File: config.mk
export PLATFORM = sky130hd
export DESIGN_NAME = inst_fetch_flat
export DESIGN_NICKNAME = d
export VERILOG_FILES = /design/src/rtl/inst_fetch_pkg.sv /design/src/rtl/inst_fetch_if.sv /design/src/rtl/inst_fetch_queue.sv /design/src/rtl/inst_fetch.sv /design/src/flat_wrapper.sv
export SDC_FILE = /design/constraint.sdc
export NUM_CORES = 1
export LEC_CHECK = 0
export CORE_ASPECT_RATIO = 0.6
export CORE_MARGIN = 10
export CORE_UTILIZATION = 50
export DETAILED_ROUTE_END_ITERATION = 16
export PLACE_DENSITY = 0.76
export SLEW_MARGIN = 20
export SYNTH_ARGS = -nofsm -noshare
export SYNTH_HDL_FRONTEND = slang
export SYNTH_SLANG_ARGS = --single-unit
File: constraint.sdc
create_clock -name clk -period 2.9 [get_ports clk]
set_input_delay 0.29 -clock clk [delete_from_list [all_inputs] [get_ports clk]]
set_output_delay 0.29 -clock clk [all_outputs]
set_load 0.03 [all_outputs]
File: src/rtl/inst_fetch_pkg.sv
// Shared fetch types: FSM state encoding and the fixed instruction size.
package inst_fetch_pkg;
    typedef enum logic [1:0] {
        IDLE  = 2'd0,
        RUN   = 2'd1,
        FLUSH = 2'd2
    } fetch_state_t;

    localparam int INSTR_BYTES = 4;
endpackage

File: src/rtl/inst_fetch_if.sv
// Fetch-unit bus bundle: redirect from execute, instruction memory port, decode handoff.
interface inst_fetch_if #(
    parameter int DATA_WIDTH = 32
);
    logic                  redirect;
    logic [DATA_WIDTH-1:0] redirect_pc;
    logic                  imem_req;
    logic [DATA_WIDTH-1:0] imem_addr;
    logic                  imem_gnt;
    logic                  imem_rvalid;
    logic [DATA_WIDTH-1:0] imem_rdata;
    logic                  instr_valid;
    logic [DATA_WIDTH-1:0] instr;
    logic [DATA_WIDTH-1:0] instr_pc;
    logic                  instr_ready;

    modport master (
        input  redirect, redirect_pc, imem_gnt, imem_rvalid, imem_rdata, instr_ready,
        output imem_req, imem_addr, instr_valid, instr, instr_pc
    );

    modport slave (
        output redirect, redirect_pc, imem_gnt, imem_rvalid, imem_rdata, instr_ready,
        input  imem_req, imem_addr, instr_valid, instr, instr_pc
    );
endinterface

File: src/rtl/inst_fetch_queue.sv
// Instruction queue: circular buffer of {instr, pc}; head reads as zero when empty.
module fetch_queue #(
    parameter int WIDTH = 64,
    parameter int DEPTH = 4
) (
    input  logic                   clk,
    input  logic                   rst,
    input  logic                   flush,
    input  logic                   push,
    input  logic [WIDTH-1:0]       wdata,
    input  logic                   pop,
    output logic [WIDTH-1:0]       rdata,
    output logic                   full,
    output logic                   empty,
    output logic [$clog2(DEPTH):0] count
);
    localparam int AW = $clog2(DEPTH);
    localparam int CW = AW + 1;

    logic [WIDTH-1:0] mem [DEPTH];
    logic [AW-1:0]    wptr, rptr;

    assign empty = (count == '0);
    assign full  = (count == CW'(DEPTH));
    assign rdata = empty ? '0 : mem[rptr];

    // DEPTH is a power of two, so pointer wrap is plain overflow.
    always_ff @(posedge clk or posedge rst) begin
        if (rst) begin
            wptr  <= '0;
            rptr  <= '0;
            count <= '0;
        end else if (flush) begin
            wptr  <= '0;
            rptr  <= '0;
            count <= '0;
        end else begin
            if (push) wptr <= wptr + AW'(1);
            if (pop)  rptr <= rptr + AW'(1);
            case ({push, pop})
                2'b10:   count <= count + CW'(1);
                2'b01:   count <= count - CW'(1);
                default: count <= count;
            endcase
        end
    end

    always_ff @(posedge clk) begin
        if (push && !flush) mem[wptr] <= wdata;
    end
endmodule

File: src/rtl/inst_fetch.sv
// Instruction fetch: credit-limited request issue, in-order response queue, and
// redirect flush that drops responses belonging to requests issued before the branch.
module inst_fetch
    import inst_fetch_pkg::*;
#(
    parameter int                    DATA_WIDTH = 32,
    parameter int                    DEPTH      = 4,
    parameter logic [DATA_WIDTH-1:0] RESET_PC   = '0
) (
    input logic          clk,
    input logic          rst,
    inst_fetch_if.master bus
);
    localparam int CW = $clog2(DEPTH) + 1;
    localparam logic [DATA_WIDTH-1:0] STEP  = DATA_WIDTH'(INSTR_BYTES);
    localparam logic [DATA_WIDTH-1:0] ALIGN = ~DATA_WIDTH'(INSTR_BYTES - 1);

    fetch_state_t            state, state_nx;
    logic [DATA_WIDTH-1:0]   fpc, rpc, target;
    logic [CW-1:0]           outstanding, out_nx, discard, discard_nx, q_count;
    logic                    credit, grant, push, pop, q_full, q_empty;
    logic [2*DATA_WIDTH-1:0] q_rdata;

    assign target = bus.redirect_pc & ALIGN;

    // Queue slots plus in-flight requests never exceed DEPTH, so every response has room.
    assign credit         = ({1'b0, q_count} + {1'b0, outstanding}) < (CW+1)'(DEPTH);
    assign bus.imem_req   = (state == RUN) && !bus.redirect && credit;
    assign bus.imem_addr  = fpc & ALIGN;
    assign grant          = bus.imem_req && bus.imem_gnt;
    assign out_nx         = outstanding + CW'(grant) - CW'(bus.imem_rvalid);
    assign push           = bus.imem_rvalid && (state == RUN) && !bus.redirect;
    assign pop            = bus.instr_valid && bus.instr_ready && !bus.redirect;

    assign bus.instr_valid = !q_empty;
    assign bus.instr       = q_rdata[2*DATA_WIDTH-1:DATA_WIDTH];
    assign bus.instr_pc    = q_rdata[DATA_WIDTH-1:0];

    always_comb begin
        state_nx   = state;
        discard_nx = discard;
        case (state)
            IDLE: state_nx = RUN;
            RUN: begin
                if (bus.redirect) begin
                    discard_nx = out_nx;
                    if (out_nx != '0) state_nx = FLUSH;
                end
            end
            FLUSH: begin
                // A second redirect restarts the drain from the live in-flight count.
                if (bus.redirect) begin
                    discard_nx = out_nx;
                    state_nx   = (out_nx != '0) ? FLUSH : RUN;
                end else if (bus.imem_rvalid) begin
                    discard_nx = discard - CW'(1);
                    if (discard == CW'(1)) state_nx = RUN;
                end
            end
            default: state_nx = IDLE;
        endcase
    end

    always_ff @(posedge clk or posedge rst) begin
        if (rst) begin
            state       <= IDLE;
            fpc         <= RESET_PC;
            rpc         <= RESET_PC;
            outstanding <= '0;
            discard     <= '0;
        end else begin
            state       <= state_nx;
            discard     <= discard_nx;
            outstanding <= out_nx;
            if (bus.redirect) begin
                fpc <= target;
                rpc <= target;
            end else begin
                if (grant) fpc <= fpc + STEP;
                if (push)  rpc <= rpc + STEP;
            end
        end
    end

    fetch_queue #(
        .WIDTH (2*DATA_WIDTH),
        .DEPTH (DEPTH)
    ) u_queue (
        .clk   (clk),
        .rst   (rst),
        .flush (bus.redirect),
        .push  (push),
        .wdata ({bus.imem_rdata, rpc}),
        .pop   (pop),
        .rdata (q_rdata),
        .full  (q_full),
        .empty (q_empty),
        .count (q_count)
    );

    rvalid_has_owner: assert property (@(posedge clk) disable iff (rst)
        bus.imem_rvalid |-> (outstanding != '0));

    queue_no_overflow: assert property (@(posedge clk) disable iff (rst)
        push |-> (!q_full || pop));
endmodule

File: src/flat_wrapper.sv
// flat-port wrapper written by rule: the top's interface ports become plain ports
module inst_fetch_flat import inst_fetch_pkg::*;
#(
    parameter int                    DATA_WIDTH = 32,
    parameter int                    DEPTH      = 4,
    parameter logic [DATA_WIDTH-1:0] RESET_PC   = '0
)
  (clk, rst, bus_redirect, bus_redirect_pc, bus_imem_gnt, bus_imem_rvalid, bus_imem_rdata, bus_instr_ready, bus_imem_req, bus_imem_addr, bus_instr_valid, bus_instr, bus_instr_pc);
  inst_fetch_if #(.DATA_WIDTH(DATA_WIDTH)) bus_i ();
  input logic clk;
  input logic rst;
  input wire logic [$bits(bus_i.redirect)-1:0] bus_redirect;
  input wire logic [$bits(bus_i.redirect_pc)-1:0] bus_redirect_pc;
  input wire logic [$bits(bus_i.imem_gnt)-1:0] bus_imem_gnt;
  input wire logic [$bits(bus_i.imem_rvalid)-1:0] bus_imem_rvalid;
  input wire logic [$bits(bus_i.imem_rdata)-1:0] bus_imem_rdata;
  input wire logic [$bits(bus_i.instr_ready)-1:0] bus_instr_ready;
  output wire logic [$bits(bus_i.imem_req)-1:0] bus_imem_req;
  output wire logic [$bits(bus_i.imem_addr)-1:0] bus_imem_addr;
  output wire logic [$bits(bus_i.instr_valid)-1:0] bus_instr_valid;
  output wire logic [$bits(bus_i.instr)-1:0] bus_instr;
  output wire logic [$bits(bus_i.instr_pc)-1:0] bus_instr_pc;
  assign bus_i.redirect = bus_redirect;
  assign bus_i.redirect_pc = bus_redirect_pc;
  assign bus_i.imem_gnt = bus_imem_gnt;
  assign bus_i.imem_rvalid = bus_imem_rvalid;
  assign bus_i.imem_rdata = bus_imem_rdata;
  assign bus_i.instr_ready = bus_instr_ready;
  assign bus_imem_req = bus_i.imem_req;
  assign bus_imem_addr = bus_i.imem_addr;
  assign bus_instr_valid = bus_i.instr_valid;
  assign bus_instr = bus_i.instr;
  assign bus_instr_pc = bus_i.instr_pc;
  inst_fetch #(.DATA_WIDTH(DATA_WIDTH), .DEPTH(DEPTH), .RESET_PC(RESET_PC)) u_core (.clk(clk), .rst(rst), .bus(bus_i));
endmodule
Word-level counts from Yosys, hierarchy flattened
Memories as Yosys holds them, arrays and structs flattened.
Index checks and enable logic that the tools add are counted.
- $add $sub $neg: 10
- magnitude comparators: 1
- equality and inequality tests: 9
- multiplexer cells: 24
- reductions and logical operators: 20
- operators with widths (cell ; number):
    32-bit two-way mux ; 4
    32-bit by 3-bit adder with 32-bit output (second input constant) ; 2
    64-bit two-way mux ; 1
    2-bit two-way mux ; 10
    3-bit two-way mux ; 4
    3-bit case mux with 2 select lines ; 2
    1-bit logical AND ; 8
    2-bit nonzero test ; 4
    2-bit case mux with 3 select lines ; 1
    3-bit nonzero test ; 2
    3-bit by 1-bit subtractor with 3-bit output (second input constant) ; 2
    2-bit by 1-bit adder with 2-bit output (second input constant) ; 2
    3-bit by 3-bit adder with 4-bit output ; 1
    2-bit by 1-bit equality test with 1-bit output (second input constant) ; 2
    2-bit equality test (second input constant) ; 2
    4-bit by 3-bit < comparator with 1-bit output (second input constant) ; 1
    2-bit inequality test (second input constant) ; 2
    4-bit AND reduction ; 1
    3-bit by 1-bit adder with 3-bit output ; 1
    3-bit by 1-bit adder with 3-bit output (second input constant) ; 1
    3-bit by 1-bit equality test with 1-bit output (second input constant) ; 1
    3-bit zero test ; 1
    3-bit by 2-bit inequality test with 1-bit output (second input constant) ; 1
    3-bit inequality test (second input constant) ; 1
    5 further kinds ; 7
- register bits after elaboration: 79
- RAM bits: 256
- output and inout port bits: 98
- memories: 1
- memories (name ; words ; width ; read ports ; clocked after Yosys merged registers in ; wr ports ; line ; RTL):
    u_core.u_queue.mem ; 4 ; 64 ; 1 ; 0 ; 1 ; inst_fetch_queue.sv:20 ; logic [WIDTH-1:0] mem [DEPTH];

Logic depth before layout (Yosys ltp)
Gate-level depths: netlist of run 1.
- depth in word-level cells: 10
- mapped depth: 12
- depth with buffers taken out: 11

Modules after synthesis
From an unflattened synthesis of run 1, not the netlist that was laid out.
- cells, all modules: 882
- area total of the unflattened synthesis: 14107.3 um^2
- modules (own cells, without submodules) (module ; times used ; cells an instance ; area each (um^2) ; seq. area each (um^2)):
    fetch_queue ; 1 ; 449 ; 10099.7 ; 7862.5
    inst_fetch ; 1 ; 433 ; 4007.6 ; 1701.6

Least setup slack after synthesis of run 1
No wires, ideal clock.
- kind: flip-flop to flip-flop
- from: register u_core.state[1]
- to: memory u_core.u_queue.mem[0][10], enable pin
- setup time: 427 ps
- arrival: 2717 ps
- slack: -244 ps
- cell stages (with the launch flop): 6
- clock period less this slack: 3144 ps
- path through: dfrtp_1 > and2b_1 > and2_1 > clkbuf_1 > buf_2 > and3_1
- cells in the longest elaborated chain, start to end: 6
- ends and longest elaborated chain (element ; line ; RTL):
    from (decl) ; inst_fetch.sv:18 ; fetch_state_t state, state_nx;
    from (signal assigned) ; inst_fetch.sv:72 ; state <= state_nx;
    2-bit by 1-bit equality test with 1-bit output ; inst_fetch.sv:32 ; assign push = bus.imem_rvalid && (state == RUN) && !bus.redirect;
    1-bit logical AND (2 in series) ; inst_fetch.sv:32 ;
    1-bit logical AND ; inst_fetch_queue.sv:49 ; if (push && !flush) mem[wptr] <= wdata;
    1-bit two-way mux ; inst_fetch_queue.sv:49 ;
    1-bit two-way mux (implied by the code) ; inst_fetch_queue.sv:49 ;
    to (decl) ; inst_fetch_queue.sv:20 ;
Every way passes these cells.

Worst setup path after layout of run 1
- from: register u_core.u_queue.count[2]
- to: output bus_imem_req
- cells in the longest elaborated chain, start to end: 3
- ends and longest elaborated chain (element ; line ; RTL):
    from (decl) ; inst_fetch_queue.sv:15 ; output logic [$clog2(DEPTH):0] count
    from (signal assigned) ; inst_fetch_queue.sv:41 ; 2'b10: count <= count + CW'(1);
    from (signal assigned) ; inst_fetch_queue.sv:42 ; 2'b01: count <= count - CW'(1);
    from (signal assigned) ; inst_fetch_queue.sv:43 ; default: count <= count;
    3-bit by 3-bit adder with 4-bit output ; inst_fetch.sv:27 ; assign credit = ({1'b0, q_count} + {1'b0, outstanding}) < (CW+1)'(DEPTH);
    4-bit by 3-bit < comparator with 1-bit output ; inst_fetch.sv:27 ;
    1-bit logical AND ; inst_fetch.sv:28 ; assign bus.imem_req = (state == RUN) && !bus.redirect && credit;
    to (decl) ; flat_wrapper.sv:18 ; output wire logic [$bits(bus_i.imem_req)-1:0] bus_imem_req;
Every way passes these cells.

==> results.toml, run 1 <==
[status]
status = "completed"

[sta]
slew_headroom_pct = 51.7
skew_ns = 0.0157
grt_setup_unrepaired = "no"
slew_viol_final = 0
fin_crit_ns = 2.78
setup_ws_ns = 0.124
hold_viol_final = 0
worst_pin_slew_ns = 0.719
fmax_ghz = 0.360
fin_crit_sh_pct = 95.7
fin_setup_tns_ns = 0
setup_viol = 0

[floorplan]
dieArea_mm2 = 0.0347
die_w_um = 234
ios = 168
start_util_pct = 51.4
chipHeight_um = 148
row_count = 46
coreArea_mm2 = 0.0268

[synth]
synth_area_mm2 = 0.0137
synth_top_area_share_pct = 54.2
synth_largest_area_cell = "edfxtp_1"
ys_seq_area_share_pct = 67.8
ys_ff_latch = 323
synth_compound_area_share_pct = 4.09
synth_top_family_by_area = "simple AND/OR/NAND/NOR gates"
synthXorXnorAreaFrac_pct = 2.36
syn_avg_cell_area_um2 = 15.7
postSynthCellCount = 878
synth-simple-area-share_pct = 11.5
synthArstFlopShare_pct = 23.2
ys_warn_count = 0
synth_edf_count = 248
ys.flop_type = "edfxtp_1"
synthAdderAreaFrac_pct = 1.38
muxShareOfSynthArea_pct = 10.7
synth_cell_types = 54
ys_top_cells_by_area = "edfxtp_1 54%, dfrtp_1 14%, mux4_2 10%"

[detailed_routing]
first_pass_iters = 8
drtAntennaViolNets = 0
routedWlPerCell_um = 21.3
met1_length_mm = 13.7
first_iter_violations = 698
dr_wl_met3_mm = 2.01
routed_wl_mm = 30.7
routed_via_density = 5.69
route.vias.total = 8182
top_layer = "met4"
wl_met2_mm = 14.6
drc = 0

[clocking]
cts-root-buf = "clkbuf_16"
cts_tree = "yes"
clk_latency_ns = 0.55
h-tree-depth = 1
clkTransAtPathRegs_ns = 0.07
cts_setup_buffers = 0
numCtsBuffers = 29
cts_num_sinks = 323
clock_path_buffers = 3
hold_buffers = 0

[setup_path]
worstPathRequired_ns = 2.61
worstSetupStartpointType = "flop"
critPathKind = "reg -> out"
crit_arrival_ns = 2.49
worst_setup_path_end_kind = "primary output"
worstPathMaxFanout = 4
regToRegSetupSlack_ns = 0.21

[global_routing]
grt_pass1_vias = 8334
grt_pass1_wl_mm = 48.4
grt_remaining_overflow = 0
grt_usage_pct = 17.5
grt_max_degree = 52
antenna_found_initial = 0

[final_layout]
regArea_mm2 = 0.00933
drive_gt1_share_pct = 15.5
nets = 1139
n_antenna_cell = 0
fillers = 1958
synthToLayoutAreaGrowth_pct = 22.9
multi_input_area_mm2 = 0.00415

[hold_path]
hold_path.class = "in -> async"

[run]
drv_cap = 0

[power]
p_leak_nw = 6.12
ir_drop_v = 0.000566
totalPowerFinal_mw = 14.8
power_density_mw_per_mm2 = 875

[placement]
gp_congestion = 0.867
dp_hpwl_mm = 20.8
portBuffers = 161
pre_cts_slack_ns = 0.178
[cell families after synthesis]
kind of cell               count (synthesis)
muxes                                     69
adders and majority gates                 14
buffers and inverters                     65
AOI/OAI and AO/OA                         91
xor gates and xnor gates                  37
and+or+nand+nor                          278
DFF                                      323
other                                      1
[Yosys cell counts (6+ instances only)]
library cell and number:
edfxtp_1 248, dfrtp_1 75, and2_1 70, nand2_1 63, mux4_2 62, o21ai_0 44
nand3_1 38, clkbuf_1 25, nor2_1 25, xor2_1 22, nand4_1 18, and3_1 16
inv_1 16, xnor2_1 15, o211ai_1 13, buf_2 12, ha_1 12, o311ai_0 10
nor3_1 9, a21oi_1 7, a31oi_1 6, or3_1 6
[layout make-up]
cell class | instances | area share (%)
sequential | 323 | 55.2
multi-input combinational | 493 | 24.6
timing repair buffer | 191 | 11.6
clock buffer | 43 | 4.90
tap | 360 | 2.67
clock inverter | 11 | 0.666
inverter | 17 | 0.378
[stage by stage]
stage / hold WS, ns / utilization [%] / area (um2) / std cells
finish: 0.0750 / 63.2 / 16900 / 1438
global route: 0.120 / 63.2 / 16900 / 1438
CTS: 0.0594 / 63.1 / 16900 / 1438
detailed placement: 0.520 / 59.8 / 16000 / 1384
global placement: 0.515 / 59.8 / 16000 / 1384
floorplan: 0.389 / - / 13800 / 881
[path summary, 6_finish.rpt]
kind | start | endpoint | depth (start not counted)
setup / recovery | u_core.u_queue.count[2]$_DFFE_PP0P_ | bus_imem_req | 4
hold reg to reg | u_core.discard[0]$_DFFE_PP0P_ | u_core.discard[0]$_DFFE_PP0P_ | 1
min in group clk | bus_redirect_pc[21] | u_core.rpc[21]$_DFFE_PP0N_ | 3
hold / removal | rst | u_core.fpc[8]$_DFFE_PP0P_ | 2
max in group asynchronous | rst | u_core.fpc[25]$_DFFE_PP0P_ | 3
setup reg to reg | u_core.u_queue.count[2]$_DFFE_PP0P_ | u_core.state[0]$_DFFE_PP0P_ | 11
[power by group]
group | leakage, nW | internal [mW] | total (mW) | switching, mW
combinational | 2.50 | 2.16 | 5.24 | 3.08
sequential | 3.15 | 5.41 | 5.78 | 0.369
clock | 0.468 | 2.16 | 3.77 | 1.62
[cell usage in the layout, fill, tap and decap left out, drive strengths merged, types with 7 or more instances in the layout]
| master | netlist | layout |
|---|---|---|
| dlygate4sd2 | 0 | 53 |
| nor3 | 11 | 11 |
| o211ai | 13 | 13 |
| a21oi | 7 | 7 |
| nor2 | 25 | 25 |
| xor2 | 22 | 22 |
| ha | 12 | 12 |
| nand2 | 63 | 63 |
| and2 | 70 | 70 |
| and3 | 16 | 16 |
| inv | 17 | 18 |
| nand4 | 23 | 23 |
| clkbuf | 27 | 43 |
| dlymetal6s2s | 0 | 9 |
| mux4 | 62 | 62 |
| xnor2 | 15 | 15 |
| clkdlybuf4s50 | 0 | 98 |
| clkinv | 0 | 8 |
| o311ai | 10 | 10 |
| nor4 | 7 | 7 |
| o21ai | 47 | 47 |
| edfxtp | 248 | 248 |
| nand3 | 38 | 38 |
| buf | 21 | 31 |
| dfrtp | 75 | 75 |
[critical path, cell delays in order (launching register included)]
cell             delay [ns]
dfrtp_1                0.40
ha_1                   0.33
nor4_4                 0.31
and3_1                 0.21
clkdlybuf4s50_1        0.68
[registers in the layout (all words and copies together), names as in the netlist]
register / count
u_core.u_queue.mem: 248
u_core.fpc: 30
u_core.rpc: 30
u_core.discard: 3
u_core.outstanding: 3
u_core.u_queue.count: 3
u_core.state: 2
u_core.u_queue.rptr: 2
u_core.u_queue.wptr: 2
[routing by layer]
| layer | GRT usage [%] | up-vias |
|---|---|---|
| met5 | 0 | - |
| met4 | 2.96 | 0 |
| met3 | 3.89 | 34 |
| met2 | 27.5 | 253 |
| met1 | 24.9 | 4182 |
| li1 | - | 3713 |
[what timing repair did]
action / 4_1_cts / 5_1_grt
gates resized for setup: 53 / 9
endpoints found under the hold margin: 0 / 0
setup endpoints to repair: 53 / 9
Power figures use the tool's default switching activity.
==> run 2: changes to the inputs <==
Settings changed: CORE_ASPECT_RATIO 0.6 to 0.8.
==> run 2 against run 1 <==
Compared with the run above:
- global-route usage fell by 0.41 points
- hold slack got worse by 0.050 ns
- sequential share of layout area fell by 0.41 points
- final area rose by 0.75%
- sequential power barely moved
- clock-buffer cell count fell by 7
- cell count rose by 0.42%
- fmax fell by 0.60%
- flip-flop and latch count did not move
- clock skew rose by 0.0059 ns
- die area fell by 0.51%
- worst setup slack got worse by 0.017 ns
==> results.toml, run 2 (synthesized netlist as in run 1, its figures left out) <==
[global_routing]
antenna_found_initial = 0
grt_pass1_wl_mm = 47.2
grt_remaining_overflow = 0
use_met1_pct = 25.3
grtUsageMet2_pct = 25.6
grt.met3_usage_pct = 4.09
grt_pass1_vias = 8223
busiest_layer = "met2"
grt_max_degree = 64
grt_usage_pct = 17.1

[clocking]
cts_num_sinks = 323
clk_latency_ns = 0.55
clock_path_buffers = 3
cts-root-buf = "clkbuf_16"
numCtsBuffers = 31
cts_tree = "yes"
h-tree-depth = 1
hold_buffers = 0
clkTransAtPathRegs_ns = 0.07

[setup_path]
cp.buffers_inverters = 1
worstSetupStartpointType = "flop"
path_cells = "ha_1 > nor4_4 > and3_1 > clkdlybuf4s50_1"
crit_arrival_ns = 2.50
reg2reg_from = "u_core.u_queue.count[2]$_DFFE_PP0P_"
worstPathMaxFanout = 4
cp_top_family = "buffers and inverters"
slowest_stage = "clkdlybuf4s50_1"
cp-startpoint = "u_core.u_queue.count[2]$_DFFE_PP0P_"
slowest_delay_ns = 0.68
critPathKind = "reg -> out"
worst_setup_path_end_kind = "primary output"
worstPathRequired_ns = 2.61

[sta]
setup_ws_ns = 0.107
fmax_ghz = 0.358
setup_viol = 0
fin_crit_sh_pct = 96.3
fin_crit_ns = 2.79
slew_viol_final = 0
grt_setup_unrepaired = "no"
hold_viol_final = 0
slew_headroom_pct = 60.3
worst_pin_slew_ns = 0.591
fin_setup_tns_ns = 0
skew_ns = 0.0216

[power]
totalPowerFinal_mw = 15.1
p_leak_nw = 6.21
ir_drop_v = 0.000494
power_density_mw_per_mm2 = 888

[floorplan]
start_util_pct = 50.6
dieArea_mm2 = 0.0346
row_count = 54
ios = 168
chipHeight_um = 168
coreArea_mm2 = 0.0272
die_w_um = 205

[placement]
pre_cts_slack_ns = 0.235
portBuffers = 161
dp_hpwl_mm = 19.7
dp.cells = 1384
gp_congestion = 0.864

[final_layout]
synthToLayoutAreaGrowth_pct = 23.9
largest_reg_flops = 248
layout_common_cells = "248 x edfxtp_1, 100 x clkdlybuf4s50_1, 73 x dfrtp_1"
drive_gt1_share_pct = 15.6
final_common_cell = "edfxtp_1"
n_antenna_cell = 0
fin_cells = 1444
regMostFlops = "u_core.u_queue.mem"
nets = 1141
reg_top3 = "u_core.u_queue.mem: 248 flops, u_core.fpc: 30 flops, u_core.rpc: 30 flops"

[detailed_routing]
first_pass_iters = 4
drtAntennaViolNets = 0
routed_wl_mm = 30.0
first_iter_violations = 585
route.vias.total = 8132
routed_via_density = 5.63
drc = 0
routedWlPerCell_um = 20.8

[status]
status = "completed"

[run]
drv_cap = 0

[hold_path]
hold_path.class = "in -> async"
## run 2: worst register-to-register path, delay by kind of cell (launching register included)
kind / cells / cell delay, ns
flops: 1 / 0.41
buf+inv: 3 / 0.18
compound gates: 1 / 0.09
simple gates: 4 / 0.99
fa+ha+maj: 3 / 0.94
## run 2: per-stage QoR
step	instance area, um2	hold WS (ns)	utilization (%)
after global routing	17000	0.0462	62.7
after CTS	17000	0.0164	62.6
final	17000	0.0251	62.7
after global placement	16000	0.516	58.8
after floorplan	13800	0.389	-
after detailed placement	16000	0.536	58.8
## run 2: what timing repair did
action | CTS | global route
setup endpoints to repair | 60 | 14
setup buffers | 4 | 0
resized for setup | 46 | 14
## run 2: layout make-up
class | count | area [um2]
clock buffer | 36 | 857
clock inverter | 20 | 156
fill | 1959 | 10100
inverter | 17 | 63.8
multi-input combinational | 493 | 4160
sequential | 323 | 9330
tap | 364 | 455
timing repair buffer | 191 | 2010
## run 2: metal layers
metal,vias to the layer above,share of wire [%]
met5,-,0
met4,0,1.1
met3,28,8.0
met2,319,45
met1,4066,46
li1,3719,-
## run 2: power breakdown
| part | switching [mW] | total, mW | internal (mW) |
|---|---|---|---|
| clock | 1.68 | 3.96 | 2.29 |
| sequential | 0.358 | 5.77 | 5.42 |
| combinational | 3.10 | 5.38 | 2.28 |
## run 2: path summary, 6_finish.rpt
kind                                                      end  slack (ns)  cells after the start
max                                              bus_imem_req        0.11                      4
max in group asynchronous  u_core.u_queue.rptr[0]$_DFFE_PP0P_        2.19                      3
min reg2reg                     u_core.discard[0]$_DFFE_PP0P_        0.55                      1
min in group clk                   u_core.fpc[22]$_DFFE_PP0P_        0.36                      3
max reg2reg                       u_core.state[0]$_DFFE_PP0P_        0.23                     11
min                                 u_core.fpc[3]$_DFFE_PP0P_        0.03                      2
==> run 3: changes to the inputs <==
Settings changed: CORE_MARGIN 10 to 4.
==> run 3 against run 2 <==
Compared with the run above:
- critical endpoint is now bus_instr_pc[6]
- clock skew fell by 0.013 ns
- wire length down 0.27%
- clock power rose by 11%
- final area up 0.82%
- largest cell class unchanged
==> results.toml, run 3 (synthesized netlist as in run 1, its figures left out) <==
[clocking]
cts_tree = "yes"
h-tree-depth = 1
hold_buffers = 0
numCtsBuffers = 31
cts_num_sinks = 323
cts-root-buf = "clkbuf_16"
clock_path_buffers = 3
clkTransAtPathRegs_ns = 0.07
clk_latency_ns = 0.55

[global_routing]
grt_max_degree = 73
grt_pass1_vias = 8366
grt_usage_pct = 19.4
grt_remaining_overflow = 0
antenna_found_initial = 0
grt_pass1_wl_mm = 46.9

[detailed_routing]
routed_via_density = 5.71
routed_wl_mm = 29.9
drc = 0
routedWlPerCell_um = 20.8
route.vias.total = 8202
first_iter_violations = 672
first_pass_iters = 4
drtAntennaViolNets = 0

[setup_path]
path_cells = "buf_12 > mux4_2 > and2_1 > clkdlybuf4s50_1"
cp.buffers_inverters = 2
r2r-end = "u_core.state[0]$_DFFE_PP0P_"
reg2reg_from = "u_core.u_queue.count[2]$_DFFE_PP0P_"
worstPathMaxFanout = 12
worstSetupStartpointType = "flop"
slowest_delay_ns = 0.59
crit_arrival_ns = 2.52
critPathKind = "reg -> out"
regToRegSetupSlack_ns = 0.15
slowest_stage = "clkdlybuf4s50_1"
reg2reg_depth = 11
worst_setup_path_end_kind = "primary output"
worstPathRequired_ns = 2.61
cp_top_family = "buffers and inverters"

[sta]
worst_pin_slew_ns = 0.685
skew_ns = 0.00840
hold_viol_final = 0
setup_viol = 0
fin_crit_ns = 2.81
slew_viol_final = 0
fin_crit_sh_pct = 97.0
fmax_ghz = 0.355
grt_setup_unrepaired = "no"
slew_headroom_pct = 54.3
fin_setup_tns_ns = 0

[placement]
dp_hpwl_mm = 19.3
gp_congestion = 0.827
portBuffers = 161

[floorplan]
coreArea_mm2 = 0.0267
die_w_um = 193
start_util_pct = 51.6
chipHeight_um = 156
row_count = 53
dieArea_mm2 = 0.0302
ios = 168

[final_layout]
regMostFlops = "u_core.u_queue.mem"
drive_gt1_share_pct = 15.7
synthToLayoutAreaGrowth_pct = 24.9
fin_util_pct = 64.4
fillers = 1872
layout_common_cells = "248 x edfxtp_1, 98 x clkdlybuf4s50_1, 73 x dfrtp_1"
final_common_cell = "edfxtp_1"
reg_top3 = "u_core.u_queue.mem: 248 flops, u_core.fpc: 30 flops, u_core.rpc: 30 flops"
largest_reg_flops = 248
n_antenna_cell = 0
nets = 1139

[power]
power_density_mw_per_mm2 = 907
ir_drop_v = 0.000597
p_leak_nw = 6.45

[run]
drv_cap = 0

[hold_path]
hold_path.class = "in -> async"

[status]
status = "completed"
## run 3: cell types whose count changed in the layout (fill, tap and decap cells not counted), sizes merged, moves of 3 or more
cell,change
bufinv,+5
clkbuf,+4
buf,-3
clkinv,-7
dlymetal6s2s,+16
dlygate4sd2,-13
## run 3: worst reg2reg max path, cell delays in order (launching register included)
cell      delay [ns]
dfrtp_1         0.41
ha_1            0.35
nor4_4          0.34
nand4_2         0.15
inv_2           0.08
ha_1            0.13
inv_1           0.05
fa_1            0.48
inv_1           0.06
or3_1           0.38
o211ai_1        0.09
and3_1          0.17
## run 3: routing by layer
layer	vias to the layer above	routed length (um)	global-route usage (%)
met4	0	609	4.01
li1	3709	-	-
met5	-	0	0
met3	47	2100	2.91
met1	4123	13600	29.7
met2	323	13600	30.3
## run 3: how the worst max path moves through the flow
stage                                        startpoint                     endpoint  slack, ns  cells after the start
floorplan           u_core.u_queue.count[2]$_DFFE_PP0P_  u_core.state[0]$_DFFE_PP0P_       0.13                     12
global placement    u_core.u_queue.count[2]$_DFFE_PP0P_  u_core.state[0]$_DFFE_PP0P_       0.24                     11
detailed placement  u_core.u_queue.count[2]$_DFFE_PP0P_  u_core.state[0]$_DFFE_PP0P_       0.17                     11
CTS                  u_core.u_queue.rptr[0]$_DFFE_PP0P_             bus_instr_pc[30]     0.0003                      4
global route         u_core.u_queue.rptr[0]$_DFFE_PP0P_              bus_instr_pc[6]      0.002                      4
finish               u_core.u_queue.rptr[0]$_DFFE_PP0P_              bus_instr_pc[6]       0.09                      4
## run 3: power by group
part | internal [mW] | total, mW | switching (mW)
registers | 5.42 | 5.80 | 0.384
clock network | 2.71 | 4.40 | 1.69
logic | 2.32 | 5.37 | 3.05
total | 10.4 | 15.6 | 5.13
## run 3: per-stage QoR
| step | instance area [um2] | setup WS (ns) | cells | power, mW | hold slack (ns) |
|---|---|---|---|---|---|
| 2_1_floorplan | 13800 | 0.130 | 881 | 9.29 | 0.389 |
| 3_3_place_gp | 16000 | 0.242 | 1376 | 11.4 | 0.513 |
| 3_5_place_dp | 16000 | 0.165 | 1376 | 11.6 | 0.537 |
| 4_1_cts | 17100 | 0.000253 | 1436 | 15.8 | 0.0744 |
| 5_1_grt | 17200 | 0.00190 | 1436 | 16.3 | 0.120 |
| 6_report | 17200 | 0.0862 | 1436 | 15.6 | 0.0841 |
## run 3: final cells by class
| class | count | area [um2] | share of cell area (%) |
|---|---|---|---|
| well taps | 357 | 447 | 2.60 |
| flip-flops and latches | 323 | 9330 | 54.3 |
| inverters | 17 | 63.8 | 0.372 |
| multi-input cells | 493 | 4150 | 24.2 |
| clock buffers | 40 | 860 | 5.01 |
| clock inverters | 17 | 263 | 1.53 |
| repair buffers | 189 | 2050 | 12.0 |
## run 3: repair_timing
action                                  4_1_cts  5_1_grt
gates cloned                                  0        0
resized for setup                            32       30
buffers inserted                              3        0
endpoints found under the setup margin       59       30
